$ cat src/rtl/bist_pkg.sv
// Shared types and the reference adder used by the adder BIST controller.
package bist_pkg;

  // Widest operand the reference adder supports.
  localparam int unsigned MaxWidth = 32;

  typedef enum logic [1:0] {
    StIdle,
    StApply,
    StCheck,
    StDone
  } bist_state_t;

  // Returns {cout, s} of a + b + cin at MaxWidth; callers truncate to their width.
  function automatic logic [MaxWidth:0] golden_add(input logic [MaxWidth-1:0] a,
                                                   input logic [MaxWidth-1:0] b,
                                                   input logic                cin);
    return {1'b0, a} + {1'b0, b} + {{MaxWidth{1'b0}}, cin};
  endfunction

endpackage

$ cat src/rtl/adder_golden_model.sv
// Combinational reference sum {cout, s} for a Width-bit adder.
module adder_golden_model
  import bist_pkg::*;
#(
  parameter int unsigned Width = 1
) (
  input  logic [Width-1:0] a_i,
  input  logic [Width-1:0] b_i,
  input  logic             cin_i,
  output logic [Width:0]   sum_o
);

  assign sum_o = (Width + 1)'(golden_add(MaxWidth'(a_i), MaxWidth'(b_i), cin_i));

endmodule

$ cat src/rtl/adder_bist_ctrl.sv
// Exhaustive {a,b,cin} sweep over an external adder, checking each result against
// a reference sum; counts mismatches and captures the first failing vector.
module adder_bist_ctrl
  import bist_pkg::*;
#(
  parameter int unsigned Width  = 1,
  parameter int unsigned Settle = 1,
  parameter int unsigned ErrW   = 32
) (
  input  logic                 clk,
  input  logic                 reset,
  input  logic                 start_i,
  output logic [Width-1:0]     dut_a_o,
  output logic [Width-1:0]     dut_b_o,
  output logic                 dut_cin_o,
  input  logic [Width-1:0]     dut_s_i,
  input  logic                 dut_cout_i,
  output logic                 busy_o,
  output logic                 done_o,
  output logic                 pass_o,
  output logic [2*Width+1:0]   vec_count_o,
  output logic [ErrW-1:0]      err_count_o,
  output logic [2*Width:0]     first_err_o
);

  localparam int unsigned NvW   = 2 * Width + 1;
  localparam int unsigned WaitW = (Settle > 1) ? $clog2(Settle) : 1;

  bist_state_t      state_q, state_d;
  logic [NvW-1:0]   idx_q, idx_d;
  logic [WaitW-1:0] wait_q, wait_d;
  logic [NvW:0]     vec_count_q, vec_count_d;
  logic [ErrW-1:0]  err_count_q, err_count_d;
  logic [NvW-1:0]   first_err_q, first_err_d;
  logic [Width:0]   golden;
  logic             mismatch;

  // The driven vector is decoded straight from the registered index.
  assign dut_a_o   = idx_q[NvW-1:Width+1];
  assign dut_b_o   = idx_q[Width:1];
  assign dut_cin_o = idx_q[0];

  adder_golden_model #(
    .Width(Width)
  ) u_golden (
    .a_i  (dut_a_o),
    .b_i  (dut_b_o),
    .cin_i(dut_cin_o),
    .sum_o(golden)
  );

  // Case inequality so an X/Z on the DUT side is reported as a mismatch.
  assign mismatch = ({dut_cout_i, dut_s_i} !== golden);

  always_comb begin
    state_d     = state_q;
    idx_d       = idx_q;
    wait_d      = wait_q;
    vec_count_d = vec_count_q;
    err_count_d = err_count_q;
    first_err_d = first_err_q;
    case (state_q)
      StIdle, StDone: begin
        if (start_i) begin
          state_d     = StApply;
          idx_d       = '0;
          wait_d      = '0;
          vec_count_d = '0;
          err_count_d = '0;
          first_err_d = '0;
        end
      end
      StApply: begin
        if (wait_q == WaitW'(Settle - 1)) begin
          state_d = StCheck;
          wait_d  = '0;
        end else begin
          wait_d = wait_q + 1'b1;
        end
      end
      StCheck: begin
        vec_count_d = vec_count_q + 1'b1;
        if (mismatch) begin
          if (err_count_q != '1) begin
            err_count_d = err_count_q + 1'b1;
          end
          if (err_count_q == '0) begin
            first_err_d = idx_q;
          end
        end
        if (idx_q == '1) begin
          state_d = StDone;
        end else begin
          state_d = StApply;
          idx_d   = idx_q + 1'b1;
          wait_d  = '0;
        end
      end
      default: state_d = StIdle;
    endcase
  end

  always_ff @(posedge clk) begin
    if (!reset) begin
      state_q     <= StIdle;
      idx_q       <= '0;
      wait_q      <= '0;
      vec_count_q <= '0;
      err_count_q <= '0;
      first_err_q <= '0;
    end else begin
      state_q     <= state_d;
      idx_q       <= idx_d;
      wait_q      <= wait_d;
      vec_count_q <= vec_count_d;
      err_count_q <= err_count_d;
      first_err_q <= first_err_d;
    end
  end

  assign busy_o      = (state_q == StApply) || (state_q == StCheck);
  assign done_o      = (state_q == StDone);
  assign pass_o      = done_o && (err_count_q == '0);
  assign vec_count_o = vec_count_q;
  assign err_count_o = err_count_q;
  assign first_err_o = first_err_q;

endmodule

$ cat config.mk
export PLATFORM = sky130hd
export DESIGN_NAME = adder_bist_ctrl
export DESIGN_NICKNAME = d
export VERILOG_FILES = /design/src/rtl/bist_pkg.sv /design/src/rtl/adder_golden_model.sv /design/src/rtl/adder_bist_ctrl.sv
export SDC_FILE = /design/constraint.sdc
export NUM_CORES = 1
export LEC_CHECK = 0
export BUFFER_PORTS_ARGS = -buffer_cell sky130_fd_sc_hd__buf_2
export CAP_MARGIN = 10
export CORE_MARGIN = 2
export CORE_UTILIZATION = 40
export DETAILED_ROUTE_END_ITERATION = 10
export GPL_TIMING_DRIVEN = 0
export PLACE_DENSITY = 0.63
export SLEW_MARGIN = 20
export SYNTH_ARGS = -nofsm -noshare
export SYNTH_HDL_FRONTEND = slang
export SYNTH_HIERARCHICAL = 1
export SYNTH_SLANG_ARGS = --single-unit
export TNS_END_PERCENT = 1
$ cat constraint.sdc
create_clock -name clk -period 6.1 [get_ports clk]
set_clock_uncertainty 0.1 [all_clocks]
set_input_delay 0.61 -clock clk [delete_from_list [all_inputs] [get_ports clk]]
set_output_delay 0.61 -clock clk [all_outputs]
set_load 0.05 [all_outputs]
==> flow_summary.json, run 1 <==
{
  "grt_setup_unrepaired": "false",
  "stdcell_area_mm2": 0.00317,
  "port_buffers": 49,
  "critPathKind": "flop to flop",
  "slew_headroom_pct": 53.7,
  "startpoint": "idx_q[0]",
  "grt_pass1_wl_um": 13900,
  "drt_iter0_markers": 228,
  "switching_share_pct": 46.8,
  "cts_tree": "built",
  "drt-total-wl_um": 8650,
  "cts_buffers": 5,
  "path_depth": 7,
  "reg2reg_depth": 7,
  "n_fill_cell": 712,
  "postLayoutSetupSlackWorst_ns": 3.33,
  "synth_edf_count": 0,
  "path_delay_family": "simple AND/OR/NAND/NOR gates",
  "min_period_ns": 2.77,
  "clk_pin_slew_ns": 0.09,
  "grt_max_degree": 14,
  "ys_dominant_reg_cell": "dfxtp_1",
  "cts_buffer_depth": 2,
  "grt_overflow_total": 0,
  "worstPathMaxFanout": 10,
  "ant_nets": 0,
  "synth_top_cell_area_share_pct": 32.2,
  "num_antenna_cells": 0,
  "power.share.clock_pct": 22.0,
  "cp-endpoint": "err_count_o[24]",
  "status": "finished, final reports clean",
  "dp_hpwl_um": 6230,
  "area_growth_pct": 16.0,
  "fmax_mhz": 361,
  "grt_pass1_vias": 2726,
  "dpl-instance-area_mm2": 0.00308,
  "core_area_mm2": 0.00672,
  "reg2reg_to": "err_count_o[24]",
  "ys_top_cells_by_count": "44 x dfxtp_1, 31 x nand2_1, 20 x a31oi_1, 18 x nor2_1, 17 x nand4_1",
  "cts_hold_buf": 0,
  "dr_wl_met3_um": 551,
  "hold_viol_final": 0,
  "worst_slew_pin_slew_ns": 0.695,
  "p_leak_uw": 0.00125,
  "cts_resized": 0,
  "cp_data_required_time_ns": 6.16,
  "pre_cts_slack_ns": 3.35,
  "syn-cell-area_mm2": 0.00274,
  "yosysMostFrequentCell": "dfxtp_1",
  "p_int_uw": 473,
  "end_kind": "flop",
  "critPathArrivalTime_ns": 2.83,
  "synth_nets": 352,
  "start_kind": "flop",
  "wl_per_cell_um": 18.2,
  "start_util_pct": 40.7,
  "rows": 30,
  "setup_viol": 0,
  "p_sw_uw": 416,
  "pwr-share-comb_pct": 43.2,
  "power_density_mw_per_mm2": 280,
  "seq_power_share_pct": 34.8,
  "dieArea_mm2": 0.00752,
  "syn_area_per_cell_um2": 8.09,
  "finalSetupTns_ns": 0,
  "drv_cap": 0,
  "timing.rr.start": "idx_q[0]",
  "post_cts_buffers": 0,
  "gp_routability_congestion": 0.904,
  "grt_usage_pct": 23.3,
  "die_x_um": 86.7,
  "num_vias": 2943,
  "ys_ff_latch": 44,
  "postSynthCellCount": 338,
  "clock_sinks": 44,
  "yosys_warnings": 6,
  "topRoutingLayerUsed": "met4",
  "layout-drive-gt1-share_pct": 21.5,
  "clkLatencyLatePin_ns": 0.30,
  "drv_slew": 0,
  "critPathMaxStageDelay_ns": 0.47,
  "ir_drop_mv": 0.302,
  "antenna_found_initial": 0,
  "slowest_stage": "fa_1",
  "drc": 0,
  "fin_crit_sh_pct": 45.4,
  "root_buffer": "clkbuf_8",
  "synth.distinct_cells": 58,
  "h-tree-depth": 2,
  "ys_seq_area_share_pct": 32.2,
  "critPathBufInv": 1,
  "vias_per_cell": 6.20,
  "met1_length_um": 3890,
  "dr_wl_met2_um": 4130,
  "synth.largest_area_cell": "dfxtp_1",
  "r2r_setup_slack_ns": 3.33,
  "firstDrtPassIters": 4,
  "final_nets": 408,
  "synthArstFlopShare_pct": 0,
  "hold_class": "flop to flop",
  "die_h_um": 86.7,
  "num_io_pins": 50,
  "synth_area_leaders": "dfxtp_1 32%, a31oi_1 4.6%, a311oi_1 4.5%, nand2_1 4.3%, nand4_1 3.9%",
  "crit_chain": "fa_1 -> xnor2_1 -> and2_1 -> a21o_1 -> nor2_2 -> buf_2 -> a311oi_1"
}
-- layer usage --
metal | global-route usage, % | up-vias
met5 | 0 | -
met2 | 37.3 | 85
met1 | 32.0 | 1419
met4 | 6.53 | 0
met3 | 4.48 | 9
li1 | - | 1430
-- worst reg2reg max path: stages (launching register included) --
cell and delay [ns]:
dfxtp_1 0.45, fa_1 0.47, xnor2_1 0.18, and2_1 0.21
a21o_1 0.29, nor2_2 0.41, buf_2 0.35, a311oi_1 0.16
-- per-stage QoR --
| stage | power [uW] | util, % | cells | hold slack, ns |
|---|---|---|---|---|
| after floorplan | 574 | - | 338 | 0.411 |
| after CTS | 888 | 47.2 | 475 | 0.377 |
| after global placement | 692 | 45.8 | 467 | 0.364 |
| after detailed placement | 695 | 45.8 | 467 | 0.365 |
| final | 889 | 47.2 | 475 | 0.375 |
| after global routing | 944 | 47.2 | 475 | 0.413 |
-- flip-flops by register name, summed over array words and instances, names as in the netlist --
register     flops
err_count_o     32
first_err_o      3
idx_q            3
state_q          2
vec_count_o      4
-- worst min path at each step --
stage | startpoint | to | slack [ns] | cells past startpoint
after floorplan | state_q[0] | state_q[0] | 0.41 | 2
after global placement | first_err_o[0] | first_err_o[0] | 0.36 | 2
after detailed placement | first_err_o[0] | first_err_o[0] | 0.36 | 2
after CTS | first_err_o[0] | first_err_o[0] | 0.38 | 2
after global routing | first_err_o[0] | first_err_o[0] | 0.41 | 2
final | first_err_o[0] | first_err_o[0] | 0.38 | 2
-- placed cells by master (no fill, tap or decap), drive strengths merged, types with 2 or more instances in the layout --
cell / netlist / routed
nand4b: 2 / 2
o211ai: 2 / 2
and4: 5 / 5
a211oi: 4 / 4
and2: 5 / 5
a21o: 3 / 3
o21a: 4 / 4
dfxtp: 44 / 44
nor4b: 2 / 2
a21oi: 15 / 15
a41oi: 3 / 3
nand3: 15 / 15
a22oi: 4 / 4
clkinv: 0 / 2
or4: 5 / 5
ha: 8 / 8
nor4: 15 / 15
a31oi: 20 / 20
nand4: 18 / 18
and3: 9 / 9
o221a: 2 / 2
nor3: 13 / 13
o21ai: 16 / 16
clkbuf: 12 / 18
o31a: 3 / 3
inv: 12 / 12
buf: 11 / 60
nand2: 32 / 32
a31o: 2 / 2
nand2b: 5 / 5
xnor2: 2 / 2
nor2: 19 / 19
a311oi: 14 / 14
-- layout make-up --
type                       count  area [um2]  area share, %
buffer                        23         105           3.31
clock buffer                   6        82.6           2.60
clock inverter                 2        10.0          0.315
inverter                      12        45.0           1.42
multi-input combinational    259        1700           53.7
sequential                    44         881           27.8
tap                           80         100           3.15
timing repair buffer          49         245           7.73
-- cell families (layout without fill, tap and decap cells) --
| logic type | count (synthesis) | after routing | share of synthesized area, % |
|---|---|---|---|
| flops | 44 | 44 | 32.2 |
| mux | 1 | 1 | 0.366 |
| buf+inv | 35 | 92 | 5.49 |
| simple gates | 149 | 149 | 32.2 |
| compound gates | 98 | 98 | 24.7 |
| xor+xnor | 2 | 2 | 0.641 |
| fa+ha+maj | 9 | 9 | 4.39 |
-- power groups by stage --
stage	Combinational, uW	Sequential (uW)	Clock [uW]
after floorplan	245	330	0
after global placement	377	315	0
after detailed placement	379	316	0
after CTS	380	309	198
after global routing	419	311	214
final	384	309	196
(Power assumes the default switching activity.)
==> run 2: changes to the inputs <==
--- a/config.mk
+++ b/config.mk
@@ -11,7 +11,7 @@
 export CORE_UTILIZATION = 40
 export DETAILED_ROUTE_END_ITERATION = 10
 export GPL_TIMING_DRIVEN = 0
-export PLACE_DENSITY = 0.63
+export PLACE_DENSITY = 0.65
 export SLEW_MARGIN = 20
 export SYNTH_ARGS = -nofsm -noshare
 export SYNTH_HDL_FRONTEND = slang
==> constraint.sdc (replaced) <==
create_clock -name clk -period 2.4 [get_ports clk]
set_clock_uncertainty 0.1 [all_clocks]
set_input_delay 0.24 -clock clk [delete_from_list [all_inputs] [get_ports clk]]
set_output_delay 0.24 -clock clk [all_outputs]
set_load 0.05 [all_outputs]
==> run 2 against run 1 <==
  * Sequential cell count is the same
  * Critical endpoint is now err_count_o[21]
  * Worst hold slack got worse by 0.19 ns
  * Total power increased to 2.9 times the previous value
  * Maximum frequency rose by 16%
  * Critical path depth is 2 lower
  * Sequential share of layout area fell by 1.4 points
  * Clock power grew to 3.3 times the previous value
  * Combinational power grew to 2.9 times the previous value
  * Global-route usage up 0.34 points
  * Routed wire length rose by 4.4%
  * Cell count rose by 1.1%
  * Sequential power grew to 2.6 times the previous value
==> flow_summary.json, run 2 (same netlist as run 1, synthesis figures left out) <==
{
  "cp_data_required_time_ns": 2.54,
  "slew_headroom_pct": 58.9,
  "grt_pass1_wl_um": 13900,
  "p_sw_uw": 1140,
  "critPathArrivalTime_ns": 2.53,
  "fin_crit_sh_pct": 99.5,
  "power_density_mw_per_mm2": 752,
  "gp_routability_congestion": 0.921,
  "postLayoutSetupSlackWorst_ns": 0.0114,
  "grt_overflow_total": 0,
  "seq_power_share_pct": 30.8,
  "clkLatencyLatePin_ns": 0.31,
  "drv_cap": 0,
  "reg2reg_to": "err_count_o[21]",
  "end_kind": "flop",
  "grt_setup_unrepaired": "true",
  "min_to": "state_q[0]",
  "final_nets": 413,
  "drc": 0,
  "grt_pass1_vias": 2781,
  "worstHoldStart": "start_i",
  "num_io_pins": 50,
  "critPathKind": "flop to flop",
  "ir_drop_mv": 1.04,
  "n_fill_cell": 662,
  "drt_iter0_markers": 240,
  "ant_nets": 0,
  "reg2reg_depth": 5,
  "start_util_pct": 40.7,
  "port_buffers": 49,
  "hold_class": "input port to flop",
  "grt_max_degree": 14,
  "cts_buffer_depth": 2,
  "p_leak_uw": 0.00138,
  "firstDrtPassIters": 5,
  "pre_cts_slack_ns": -0.296,
  "num_antenna_cells": 0,
  "die_h_um": 86.7,
  "core_area_mm2": 0.00672,
  "final_common_cell": "buf_2",
  "layout-drive-gt1-share_pct": 30.3,
  "timing.rr.start": "idx_q[2]",
  "drv_slew": 0,
  "clock_sinks": 44,
  "drt-total-wl_um": 9030,
  "clk_pin_slew_ns": 0.09,
  "pwr-share-comb_pct": 43.9,
  "worstPathMaxFanout": 5,
  "largest_reg_flops": 32,
  "start_kind": "flop",
  "p_int_uw": 1420,
  "root_buffer": "clkbuf_8",
  "cts_buffers": 5,
  "switching_share_pct": 44.5,
  "wl_per_cell_um": 18.8,
  "layout_common_cells": "58 x buf_2, 35 x dfxtp_1, 31 x nand2_1, 20 x a31oi_1, 18 x nor2_1",
  "vias_per_cell": 6.35,
  "num_vias": 3050,
  "min_path_cells": 3,
  "fmax_mhz": 419,
  "rows": 30,
  "antenna_found_initial": 0,
  "r2r_setup_slack_ns": 0.01,
  "dp_hpwl_um": 6110,
  "min_period_ns": 2.39,
  "h-tree-depth": 2,
  "area_growth_pct": 24.7,
  "power.total_uw": 2560,
  "status": "finished, final reports clean",
  "cts_tree": "built",
  "setup_viol": 0,
  "dieArea_mm2": 0.00752,
  "worst_slew_pin_slew_ns": 0.617,
  "die_x_um": 86.7,
  "power.share.clock_pct": 25.4,
  "final_util_pct": 50.7,
  "grt_usage_pct": 23.6,
  "hold_viol_final": 0
}
run 2: layer usage:
metal,part of all wire (%),GRT usage (%),up-vias
met5,0,0,-
met2,47,37.9,153
met4,1.4,8.52,0
li1,-,-,1439
met3,8.0,4.10,15
met1,44,31.9,1443
run 2: worst max-delay path: stages (launching register included):
cell and delay (ns):
dfxtp_2 0.36, fa_1 0.53, xnor2_2 0.19, a211o_4 0.36, or4_2 0.60, a31oi_1 0.17
run 2: power by group through the flow:
stage / logic [uW] / registers (uW) / clock network (uW)
3_5_place_dp: 964 / 804 / 0
3_3_place_gp: 948 / 804 / 0
6_report: 1120 / 789 / 650
5_1_grt: 1190 / 795 / 685
2_1_floorplan: 624 / 839 / 0
4_1_cts: 1010 / 787 / 645
run 2: area by class of cell:
class	count	area [um2]	area share (%)
repair buffers	54	283	8.29
clock buffers	7	96.3	2.83
flip-flops and latches	44	897	26.3
plain buffers	23	125	3.67
well taps	80	100	2.94
clock inverters	1	30.0	0.881
inverters	12	45.0	1.32
multi-input cells	259	1830	53.8
run 2: how the worst max path moves through the flow:
| stage | cells after the start | end | start |
|---|---|---|---|
| floorplan | 6 | err_count_o[10] | err_count_o[2] |
| global placement | 8 | err_count_o[27] | state_q[0] |
| detailed placement | 8 | err_count_o[19] | state_q[0] |
| CTS | 5 | err_count_o[21] | err_count_o[2] |
| global route | 5 | err_count_o[21] | idx_q[2] |
| finish | 5 | err_count_o[21] | idx_q[2] |
run 2: timing repair:
item,CTS,global route
hold buffers,0,0
endpoints found under the setup margin,31,32
buffers inserted,0,5
gates resized for setup,14,28
pin swaps,2,6
run 2: per-stage QoR:
stage,setup TNS [ns],std cells,hold slack [ns],instance area [um2]
after floorplan,-0.489,338,0.339,2750
after global placement,-4.07,467,0.366,3090
after detailed placement,-5.70,467,0.368,3090
after CTS,-0.0229,475,0.197,3260
after global routing,-0.106,480,0.206,3410
final,0,480,0.190,3410
==> run 3: changes to the inputs <==
--- a/config.mk
+++ b/config.mk
@@ -5,13 +5,14 @@
 export SDC_FILE = /design/constraint.sdc
 export NUM_CORES = 1
 export LEC_CHECK = 0
+export ABC_AREA = 1
 export BUFFER_PORTS_ARGS = -buffer_cell sky130_fd_sc_hd__buf_2
 export CAP_MARGIN = 10
 export CORE_MARGIN = 2
 export CORE_UTILIZATION = 40
 export DETAILED_ROUTE_END_ITERATION = 10
 export GPL_TIMING_DRIVEN = 0
-export PLACE_DENSITY = 0.65
+export PLACE_DENSITY = 0.64
 export SLEW_MARGIN = 20
 export SYNTH_ARGS = -nofsm -noshare
 export SYNTH_HDL_FRONTEND = slang
==> run 3 against run 2 <==
  * Combinational power fell by 14%
  * Via count rose by 11%
  * Largest cell class unchanged
  * Count of clock-buffer cells in the layout fell by 1
  * Die area rose by 13%
  * Largest power group unchanged
  * Critical path depth rose by 8
  * Worst hold slack got worse by 0.095 ns
  * Maximum frequency rose by 8.3%
==> flow_summary.json, run 3 <==
{
  "cts_tree": "built",
  "postSynthCellCount": 538,
  "yosysMostFrequentCell": "nand2_1",
  "holdWs_ns": 0.0950,
  "worstPathMaxFanout": 10,
  "startpoint": "state_q[0]",
  "reg2reg_depth": 13,
  "path_delay_family": "buffers and inverters",
  "drt_iter0_markers": 179,
  "firstDrtPassIters": 5,
  "crit_top_cell": "inv_1",
  "layout-drive-gt1-share_pct": 13.9,
  "critPathMaxStageDelay_ns": 0.39,
  "ys_top_cells_by_count": "173 x nand2_1, 93 x nor2_1, 73 x inv_1, 54 x nand3_1, 44 x dfxtp_1",
  "power.share.clock_pct": 21.4,
  "p_int_uw": 1310,
  "ant_nets": 0,
  "hold_viol_final": 0,
  "yosys_warnings": 6,
  "cp_data_required_time_ns": 2.50,
  "switching_share_pct": 45.2,
  "die_h_um": 92.0,
  "power.total_uw": 2380,
  "die_x_um": 92.0,
  "ir_drop_mv": 0.287,
  "dp_hpwl_um": 6500,
  "hold_class": "input port to flop",
  "synth_top_cell_area_share_pct": 28.5,
  "fin_crit_sh_pct": 91.9,
  "p_leak_uw": 0.00172,
  "p_sw_uw": 1080,
  "fmax_mhz": 454,
  "start_kind": "flop",
  "grt_pass1_vias": 3030,
  "core_area_mm2": 0.00761,
  "wl_per_cell_um": 12.2,
  "drt-total-wl_um": 8480,
  "ys_seq_area_share_pct": 28.5,
  "cts_buffers": 5,
  "cp-endpoint": "err_count_o[25]",
  "synth.distinct_cells": 29,
  "reg2reg_to": "err_count_o[25]",
  "dieArea_mm2": 0.00846,
  "r2r_setup_slack_ns": 0.19,
  "slew_headroom_pct": 57.8,
  "synthArstFlopShare_pct": 0,
  "end_kind": "flop",
  "drc": 0,
  "critPathBufInv": 6,
  "clk_pin_slew_ns": 0.09,
  "grt_usage_pct": 20.9,
  "critPathKind": "flop to flop",
  "antenna_found_initial": 0,
  "num_vias": 3377,
  "num_io_pins": 50,
  "grt_pass1_wl_um": 14300,
  "status": "finished, final reports clean",
  "drv_cap": 0,
  "crit_chain": "inv_1 -> ha_1 -> inv_1 -> nor2_1 -> inv_1 -> o21ai_1 -> nor2_2 -> nand2_4 -> inv_4 -> buf_6 -> nand2_1 -> inv_1 -> nor2_2",
  "slowest_stage": "dfxtp_1",
  "final_common_cell": "nand2_1",
  "area_growth_pct": 15.6,
  "root_buffer": "clkbuf_8",
  "grt_max_degree": 15,
  "gp_routability_congestion": 0.950,
  "grt_overflow_total": 0,
  "ys_ff_latch": 44,
  "port_buffers": 49,
  "num_antenna_cells": 0,
  "min_period_ns": 2.21,
  "clkLatencyLatePin_ns": 0.31,
  "cts_buffer_depth": 2,
  "setup_viol": 0,
  "clock_sinks": 44,
  "synth_edf_count": 0,
  "vias_per_cell": 4.84,
  "final_nets": 609,
  "path_depth": 13,
  "power_density_mw_per_mm2": 666,
  "timing.rr.start": "state_q[0]",
  "syn-cell-area_mm2": 0.00310,
  "rows": 32,
  "pwr-share-comb_pct": 40.4,
  "synth.largest_area_cell": "dfxtp_1",
  "synth_area_leaders": "dfxtp_1 28%, nand2_1 21%, nor2_1 11%, inv_1 8.9%, nand3_1 8.7%",
  "start_util_pct": 40.7,
  "grt_setup_unrepaired": "false",
  "ys_dominant_reg_cell": "dfxtp_1",
  "drv_slew": 0,
  "critPathArrivalTime_ns": 2.31,
  "seq_power_share_pct": 38.3,
  "layout_common_cells": "173 x nand2_1, 93 x nor2_1, 73 x inv_1, 54 x nand3_1, 52 x buf_2",
  "worst_slew_pin_slew_ns": 0.627,
  "finalSetupTns_ns": 0,
  "largest_reg_flops": 32,
  "synth_nets": 552,
  "cts_hold_buf": 0,
  "syn_area_per_cell_um2": 5.75,
  "h-tree-depth": 2
}
run 3: stage by stage:
stage	utilization, %	setup slack, ns	cell area [um2]	instances
global route	47.0	0.0152	3580	698
global placement	45.7	0.162	3470	689
finish	47.0	0.195	3580	698
detailed placement	45.7	0.0995	3470	689
CTS	46.9	0.0803	3570	697
floorplan	-	0.135	3100	538
run 3: metal layers:
layer | global-route usage [%] | wire length [um] | part of all wire [%] | up-vias
met4 | 8.08 | 214 | 2.5 | 0
met5 | 0 | 0 | 0 | -
met2 | 33.5 | 3830 | 45 | 92
li1 | - | - | - | 1772
met3 | 3.20 | 426 | 5.0 | 16
met1 | 28.2 | 4010 | 47 | 1497
run 3: cell type report:
cell class | count | area [um2]
sequential | 44 | 881
clock buffer | 6 | 82.6
timing repair buffer | 50 | 253
clock inverter | 2 | 15.0
inverter | 74 | 280
multi-input combinational | 405 | 1860
fill | 839 | 4030
buffer | 15 | 82.6
tap | 102 | 128
run 3: cell families after synthesis:
kind of cell	Yosys count	share of synthesized area (%)
AOI/OAI and AO/OA	48	8.08
buffers and inverters	89	11.7
DFF	44	28.5
and+or+nand+nor	347	47.6
xor gates and xnor gates	1	0.283
adders and majority gates	9	3.88
run 3: power groups by stage:
stage               combinational [uW]  clock [uW]  sequential [uW]
global route                      1070         564              926
finish                             962         509              912
global placement                   940           0              924
detailed placement                 956           0              927
floorplan                          503           0             1150
CTS                                959         529              911
run 3: worst min path at each step:
stage / cells after the start / to / slack, ns / startpoint
3_3_place_gp: 2 / first_err_o[2] / 0.37 / first_err_o[2]
3_5_place_dp: 2 / first_err_o[1] / 0.37 / first_err_o[1]
6_report: 4 / state_q[1] / 0.09 / start_i
5_1_grt: 4 / state_q[1] / 0.12 / start_i
2_1_floorplan: 2 / vec_count_o[0] / 0.30 / reset
4_1_cts: 4 / state_q[1] / 0.09 / start_i
run 3: worst reg2reg max path: stages, from the launching register on:
cell     delay, ns
dfxtp_1       0.39
inv_1         0.07
ha_1          0.31
inv_1         0.09
nor2_1        0.06
inv_1         0.11
o21ai_1       0.15
nor2_2        0.22
nand2_4       0.10
inv_4         0.15
buf_6         0.18
nand2_1       0.08
inv_1         0.06
nor2_2        0.03
run 3: repair_timing:
action,in CTS,in global routing
endpoints found under the setup margin,0,20
buffers inserted,0,1
gates resized for setup,0,1
